### src/rtl/somador_pkg.sv
// Shared definitions for the bit-serial adder: sequencer state encoding and default width.
package somador_pkg;

  localparam int N_PADRAO = 5;

  typedef enum logic [1:0] {
    IDLE = 2'b00,
    SOMA = 2'b01,
    FIM  = 2'b10
  } estado_t;

endpackage

### src/rtl/somador1bit.sv
// Combinational 1-bit full adder, reused once per bit by the serial sequencer.
module somador1bit (
  input  logic a,
  input  logic b,
  input  logic cin,
  output logic cout,
  output logic s
);

  assign s    = a ^ b ^ cin;
  assign cout = (a & b) | (cin & (a ^ b));

endmodule

### src/rtl/somador_serial_ctrl.sv
// Bit-serial N-bit adder: one full adder used for N cycles, LSB first, with a carry flop
// between cycles and a start/busy/done handshake around it.
module somador_serial_ctrl
  import somador_pkg::*;
#(
  parameter int N = N_PADRAO
) (
  input  logic         clock,
  input  logic         reset_n,
  input  logic         start,
  input  logic [N-1:0] a,
  input  logic [N-1:0] b,
  output logic         busy,
  output logic         done,
  output logic [N:0]   s
);

  localparam int CW = (N > 1) ? $clog2(N) : 1;

  estado_t       state;
  estado_t       next_state;
  logic [N-1:0]  sh_a;
  logic [N-1:0]  sh_b;
  logic [N-1:0]  r;
  logic          carry;
  logic [CW-1:0] cnt;
  logic          soma_bit;
  logic          cout;
  logic          last;

  somador1bit u_fa (
    .a    (sh_a[0]),
    .b    (sh_b[0]),
    .cin  (carry),
    .cout (cout),
    .s    (soma_bit)
  );

  assign last = (cnt == CW'(N - 1));

  always_comb begin
    next_state = IDLE;
    busy       = 1'b0;
    done       = 1'b0;
    case (state)
      IDLE: next_state = start ? SOMA : IDLE;
      SOMA: begin
        busy       = 1'b1;
        next_state = last ? FIM : SOMA;
      end
      FIM: begin
        busy       = 1'b1;
        done       = 1'b1;
        next_state = IDLE;
      end
      // 2'b11 is unreachable; fall back to IDLE with outputs low
      default: next_state = IDLE;
    endcase
  end

  always_ff @(posedge clock) begin
    if (!reset_n) begin
      state <= IDLE;
    end else begin
      state <= next_state;
    end
  end

  // s is written only when the last bit is produced, so it never shows a partial sum
  always_ff @(posedge clock) begin
    if (!reset_n) begin
      sh_a  <= '0;
      sh_b  <= '0;
      r     <= '0;
      carry <= 1'b0;
      cnt   <= '0;
      s     <= '0;
    end else begin
      case (state)
        IDLE: begin
          if (start) begin
            sh_a  <= a;
            sh_b  <= b;
            carry <= 1'b0;
            cnt   <= '0;
          end
        end
        SOMA: begin
          r     <= {soma_bit, r[N-1:1]};
          sh_a  <= sh_a >> 1;
          sh_b  <= sh_b >> 1;
          carry <= cout;
          cnt   <= cnt + 1'b1;
          if (last) begin
            s <= {cout, soma_bit, r[N-1:1]};
          end
        end
        default: ;
      endcase
    end
  end

endmodule

### config.mk
export PLATFORM = sky130hd
export DESIGN_NAME = somador_serial_ctrl
export DESIGN_NICKNAME = d
export VERILOG_FILES = /design/src/rtl/somador_pkg.sv /design/src/rtl/somador1bit.sv /design/src/rtl/somador_serial_ctrl.sv
export SDC_FILE = /design/constraint.sdc
export NUM_CORES = 1
export LEC_CHECK = 0
export BUFFER_PORTS_ARGS = -buffer_cell sky130_fd_sc_hd__buf_2
export CORE_ASPECT_RATIO = 0.75
export CORE_MARGIN = 4
export CORE_UTILIZATION = 58
export CTS_CLUSTER_SIZE = 30
export DETAILED_ROUTE_END_ITERATION = 16
export PLACE_DENSITY_LB_ADDON = 0.12
export REMOVE_ABC_BUFFERS = 1
export SLEW_MARGIN = 10
export SYNTH_ARGS = -nofsm -noshare
export SYNTH_HDL_FRONTEND = slang
export SYNTH_SLANG_ARGS = --single-unit
### constraint.sdc
create_clock -name clock -period 3.5 [get_ports clock]
set_input_delay 0.525 -clock clock [delete_from_list [all_inputs] [get_ports clock]]
set_output_delay 0.525 -clock clock [all_outputs]
set_load 0.01 [all_outputs]
Word-level counts from Yosys, hierarchy flattened:

Cells that the tools add are included.

* output and inout bits: 8
* logic and storage cells: 35
* input port bits: 13
* register bits: 27

* equal/unequal tests: 4
* bitwise gates (word level): 5
* add/sub/neg operators: 1
* reductions and logical operators: 5
* multiplexer cells: 13

Operators by type and width (number)
* $pmux W5 S2: 2
* $mux W5: 2
* $pmux W3 S2: 1
* $mux W1: 4
* $pmux W2 S2: 1
* $reduce_and A2 Y1: 2
* $add A3 B1 Y3 const B: 1
* $eq A3 B3 Y1 const B: 1
* $mux W3: 1
* $and A1 B1 Y1: 2
* $eq A2 B1 Y1 const B: 1
* $eq A2 B2 Y1 const B: 1
* $logic_not A2 Y1: 1
* $mux W2: 1
* $ne A2 B2 Y1 const B: 1
* $pmux W1 S2: 1
* $reduce_bool A2 Y1: 1
* $reduce_or A2 Y1: 1
* $xor A1 B1 Y1: 2
* $or A1 B1 Y1: 1

Logic depth before layout (Yosys ltp):

* word-level depth: 4
* depth in mapped cells: 7

Cells and area by module:

Synthesis repeated with hierarchy kept, for this count alone.

* cells, all modules: 118
* area, all modules: 1203.7 µm²

Modules (own cells, without submodules)
* somador_serial_ctrl: cells each 117, area an instance 1183.6 µm², sequential area each 520.5 µm², instances 1
* somador1bit: cells each 1, area an instance 20.0 µm², sequential area each 0.0 µm², instances 1

Worst setup path after synthesis:

OpenSTA, ideal clock, no wires.

* kind: register to register
* start point: register state[0]
* end point: register cnt[2]
* clock period less this slack: 1395 ps
* arrival: 1272 ps
* setup slack: 2105 ps
* cell stages (with the launch flop): 8
* library setup time: 123 ps
* buffers on the path: 2
* path through: dfxtp_1 > inv_1 > ha_1 > buf_6 > mux2_4 > buf_6 > nand4b_1 > a31oi_1

* word-level cells in the longest chain between the ends: 3
* elaborated cells between the ends (all ways): 6
* classes of those cells: eq/ne (2); mux (1); reduce/logical (3)

Ends and longest elaborated chain
* start, declared: RTL line somador_serial_ctrl.sv:20 `estado_t state;`
* start signal, assigned: RTL line somador_serial_ctrl.sv:65 `state <= next_state;`
* $eq A2 B1 Y1 or $logic_not A2 Y1 (tied branches): RTL line somador_serial_ctrl.sv:79 `case (state)`
* $reduce_bool A2 Y1 (no line) or $ne A2 B2 Y1 (tied branches)
* $reduce_and A2 Y1 (no line)
* end signal, assigned: RTL line somador_serial_ctrl.sv:93 `cnt <= cnt + 1'b1;`
* end, declared: RTL line somador_serial_ctrl.sv:26 `logic [CW-1:0] cnt;`

Several ways; a longest one is shown, not always the timed one.
A chain may end at the register's enable or synchronous reset.

Worst setup path in the final report:

* start point: register state[1]
* end point: register cnt[2]

The elaborated chain is that of the path after synthesis.

==> results_dict.tcl <==
set metrics [dict create \
    grt-ovfl-total 0 \
    ir_drop_v 0.000304 \
    cts-root-buf "sky130_fd_sc_hd__clkbuf_4" \
    max_slew_margin_pct 42.6 \
    max-cap-violations 0 \
    synthDistinctLibCells 23 \
    synth.mux.area_fraction_pct 17.0 \
    post-cts-setup-buffers 0 \
    core_area_um2 1850 \
    timing.critical_path.arrival_ps 2030 \
    cell_types_with_the_highest_counts_after_synthesis "sky130_fd_sc_hd__dfxtp_1 (26), sky130_fd_sc_hd__nor2_1 (20), sky130_fd_sc_hd__mux2i_1 (19), sky130_fd_sc_hd__a211oi_2 (8), sky130_fd_sc_hd__nand2_1 (7)" \
    postSynthRegisterBits 26 \
    max-clock-path-buffers 2 \
    place.detailed.hpwl_um 1400 \
    cts_num_sinks 26 \
    max_stage_delay_ps 360 \
    largest_family_of_logic_cells_by_synthesized_area "multiplexers" \
    synth-edff-count 0 \
    post_synth_inst_count 118 \
    clkLatencyLatePin_ps 320 \
    worst_pin_slew_ps 861 \
    synthFlopType "sky130_fd_sc_hd__dfxtp_1" \
    cts_tree "done" \
    maximum_level_of_the_cts_h_tree 1 \
    dr_total_vias 855 \
    synth_area_leaders "sky130_fd_sc_hd__dfxtp_1 (43%), sky130_fd_sc_hd__mux2i_1 (16%), sky130_fd_sc_hd__a211oi_2 (8.3%)" \
    crit_path_start_kind "flip-flop" \
    grtUsageTotal_pct 16.7 \
    hold_class "reg -> reg" \
    antenna_cells_inserted 0 \
    critPathRequiredTime_ps 3750 \
    area_fraction_in_compound_gates_after_synthesis_pct 12.8 \
    row_count 13 \
    final_layout_size_suffix_gt1_share_pct 25.2 \
    status "finished, final reports clean" \
    grt_antenna_before_repair 0 \
    portion_of_synthesized_cell_area_occupied_by_the_leading_cell_type_pct 43.2 \
    clk_pin_slew_worst_paths_ps 130 \
    clock_buffers_created_by_tritoncts 3 \
    synthesis.area_per_instance_um2 10.2 \
    die_w_um 60.6 \
    post_cts.resized_instances 0 \
    remaining_drc_errors 0 \
    maxClockFrequency_ghz 0.562 \
    grt_pass1_vias 824 \
    power_per_cell_area_nw_per_um2 403 \
    reg2reg_setup_slack_ps 1720 \
    critPathCaptureType "flip-flop" \
    die_height_um 47.5 \
    wire_length_per_cell_um 12.7 \
    report.final.slew_viol_count 0 \
    power_leakage_nw 0.583 \
    drtIter0Drc 22 \
    die_area_um2 2880 \
    yosys.area_share.adder_pct 6.86 \
    total_negative_slack_for_setup_checks_ps 0 \
    totalWireLength_um 1990 \
    synth-simple-area-share_pct 13.9 \
    post-route-min-period_ps 1780 \
    finish.cell_count_without_fillers 157 \
    detail_route.vias_per_cell 5.45 \
    slowest_stage "sky130_fd_sc_hd__mux2_4" \
    drt-pass1-iter-count 4 \
    grt_start_max_net_pins 25 \
    numPlacedInstances 154 \
    synthArstFlopShare_pct 0 \
    floorplan.initialDensity_pct 64.9 \
    critical_path_peak_fanout 20 \
    gp_congestion 0.741 \
    yosys.cell_count.top_type "sky130_fd_sc_hd__dfxtp_1" \
    postRouteAntennaNets 0 \
    crit_chain "inv_1 -> ha_1 -> buf_4 -> mux2_4 -> nand4b_1 -> a31oi_1" \
    grt_setup_unrepaired "no" \
    layout.nets 156 \
    io_pins 21 \
    synth_area_um2 1200 \
    period_share_pct 50.9 \
    timing_hold_violations_final 0 \
    synth.largest_area_cell "sky130_fd_sc_hd__dfxtp_1" \
    timing.clock.skew_ps 12.4 \
    path_class "reg -> reg" \
    synth.yosys.warnings 0 \
    area_growth_pct 8.52 \
    portBuffers 20 \
    wire_length_of_the_first_global_routing_pass_um 3570 \
    cts.hold.buffers_added 0 \
    seq_area_frac_synth_pct 43.2 \
    synth_xor_area_share_pct 0 \
    final-setup-viol-count 0 \
]
==> cells in the final DEF (no fill, tap or decap), drive strengths merged <==
master / Yosys / routed
fa: 1 / 1
a31oi: 3 / 3
mux2i: 19 / 19
a22oi: 1 / 1
inv: 5 / 5
nand4b: 1 / 1
nand2: 7 / 7
nand2b: 2 / 2
o22ai: 2 / 2
nor2b: 2 / 2
ha: 5 / 5
dfxtp: 26 / 26
nand3: 4 / 4
nor2: 20 / 20
clkbuf: 1 / 3
mux2: 1 / 1
a21oi: 3 / 3
buf: 6 / 21
nand3b: 1 / 1
a211oi: 8 / 8
==> path summary, 6_finish.rpt <==
check                      startpoint                   to  cells past startpoint
setup reg to reg  state[1]$_SDFF_PN0_  cnt[2]$_SDFFE_PN0P_                      6
hold / removal    cnt[1]$_SDFFE_PN0P_  cnt[1]$_SDFFE_PN0P_                      2
setup / recovery  state[1]$_SDFF_PN0_  cnt[2]$_SDFFE_PN0P_                      6
hold reg to reg   cnt[1]$_SDFFE_PN0P_  cnt[1]$_SDFFE_PN0P_                      2
==> kinds of logic after synthesis <==
logic type,after synthesis
and+or+nand+nor,37
DFF,26
muxes,20
AOI/OAI and AO/OA,17
buffers and inverters,12
adders and majority gates,6
==> routing by layer <==
layer  routed length (um)  track usage, %
met4                    8            3.90
met1                 1010            21.4
met5                    0               0
met3                   91            5.12
met2                  877            28.4
==> critical path, delay by kind of cell (launching register included) <==
kind	cells	cell delay, ps
flops	1	340
simple gates	1	130
compound gates	1	170
fa+ha+maj	1	320
mux	1	360
buf+inv	2	380
==> through the flow <==
stage | worst slack (ps) | hold slack, ps | util [%] | power, mW | area, um^2
after detailed placement | 1770 | 472 | 69.2 | 0.411 | 1280
after global routing | 1570 | 498 | 70.4 | 0.555 | 1310
after global placement | 1820 | 460 | 69.2 | 0.408 | 1280
after floorplan | 1690 | 449 | - | 0.388 | 1150
after CTS | 1730 | 485 | 70.4 | 0.529 | 1310
final | 1720 | 485 | 70.4 | 0.526 | 1310
==> flip-flops by register name, indices dropped and copies added (netlist names) <==
signal  count
carry       1
state       2
sh_b        5
sh_a        5
r           4
cnt         3
s           6
==> power by group <==
group,total [mW],internal (mW),switching [mW]
clock network,0.122,0.0403,0.0816
logic,0.0856,0.0372,0.0485
registers,0.319,0.310,0.00845
==> final cells by class <==
cell class                      instances  area [um^2]
Clock buffer                            3         22.5
Fill cell                             152          548
Inverter                                5         18.8
Multi-Input combinational cell         80          609
Sequential cell                        26          520
Tap cell                               22         27.5
Timing Repair Buffer                   21          108
Power figures use the tool's default switching activity.
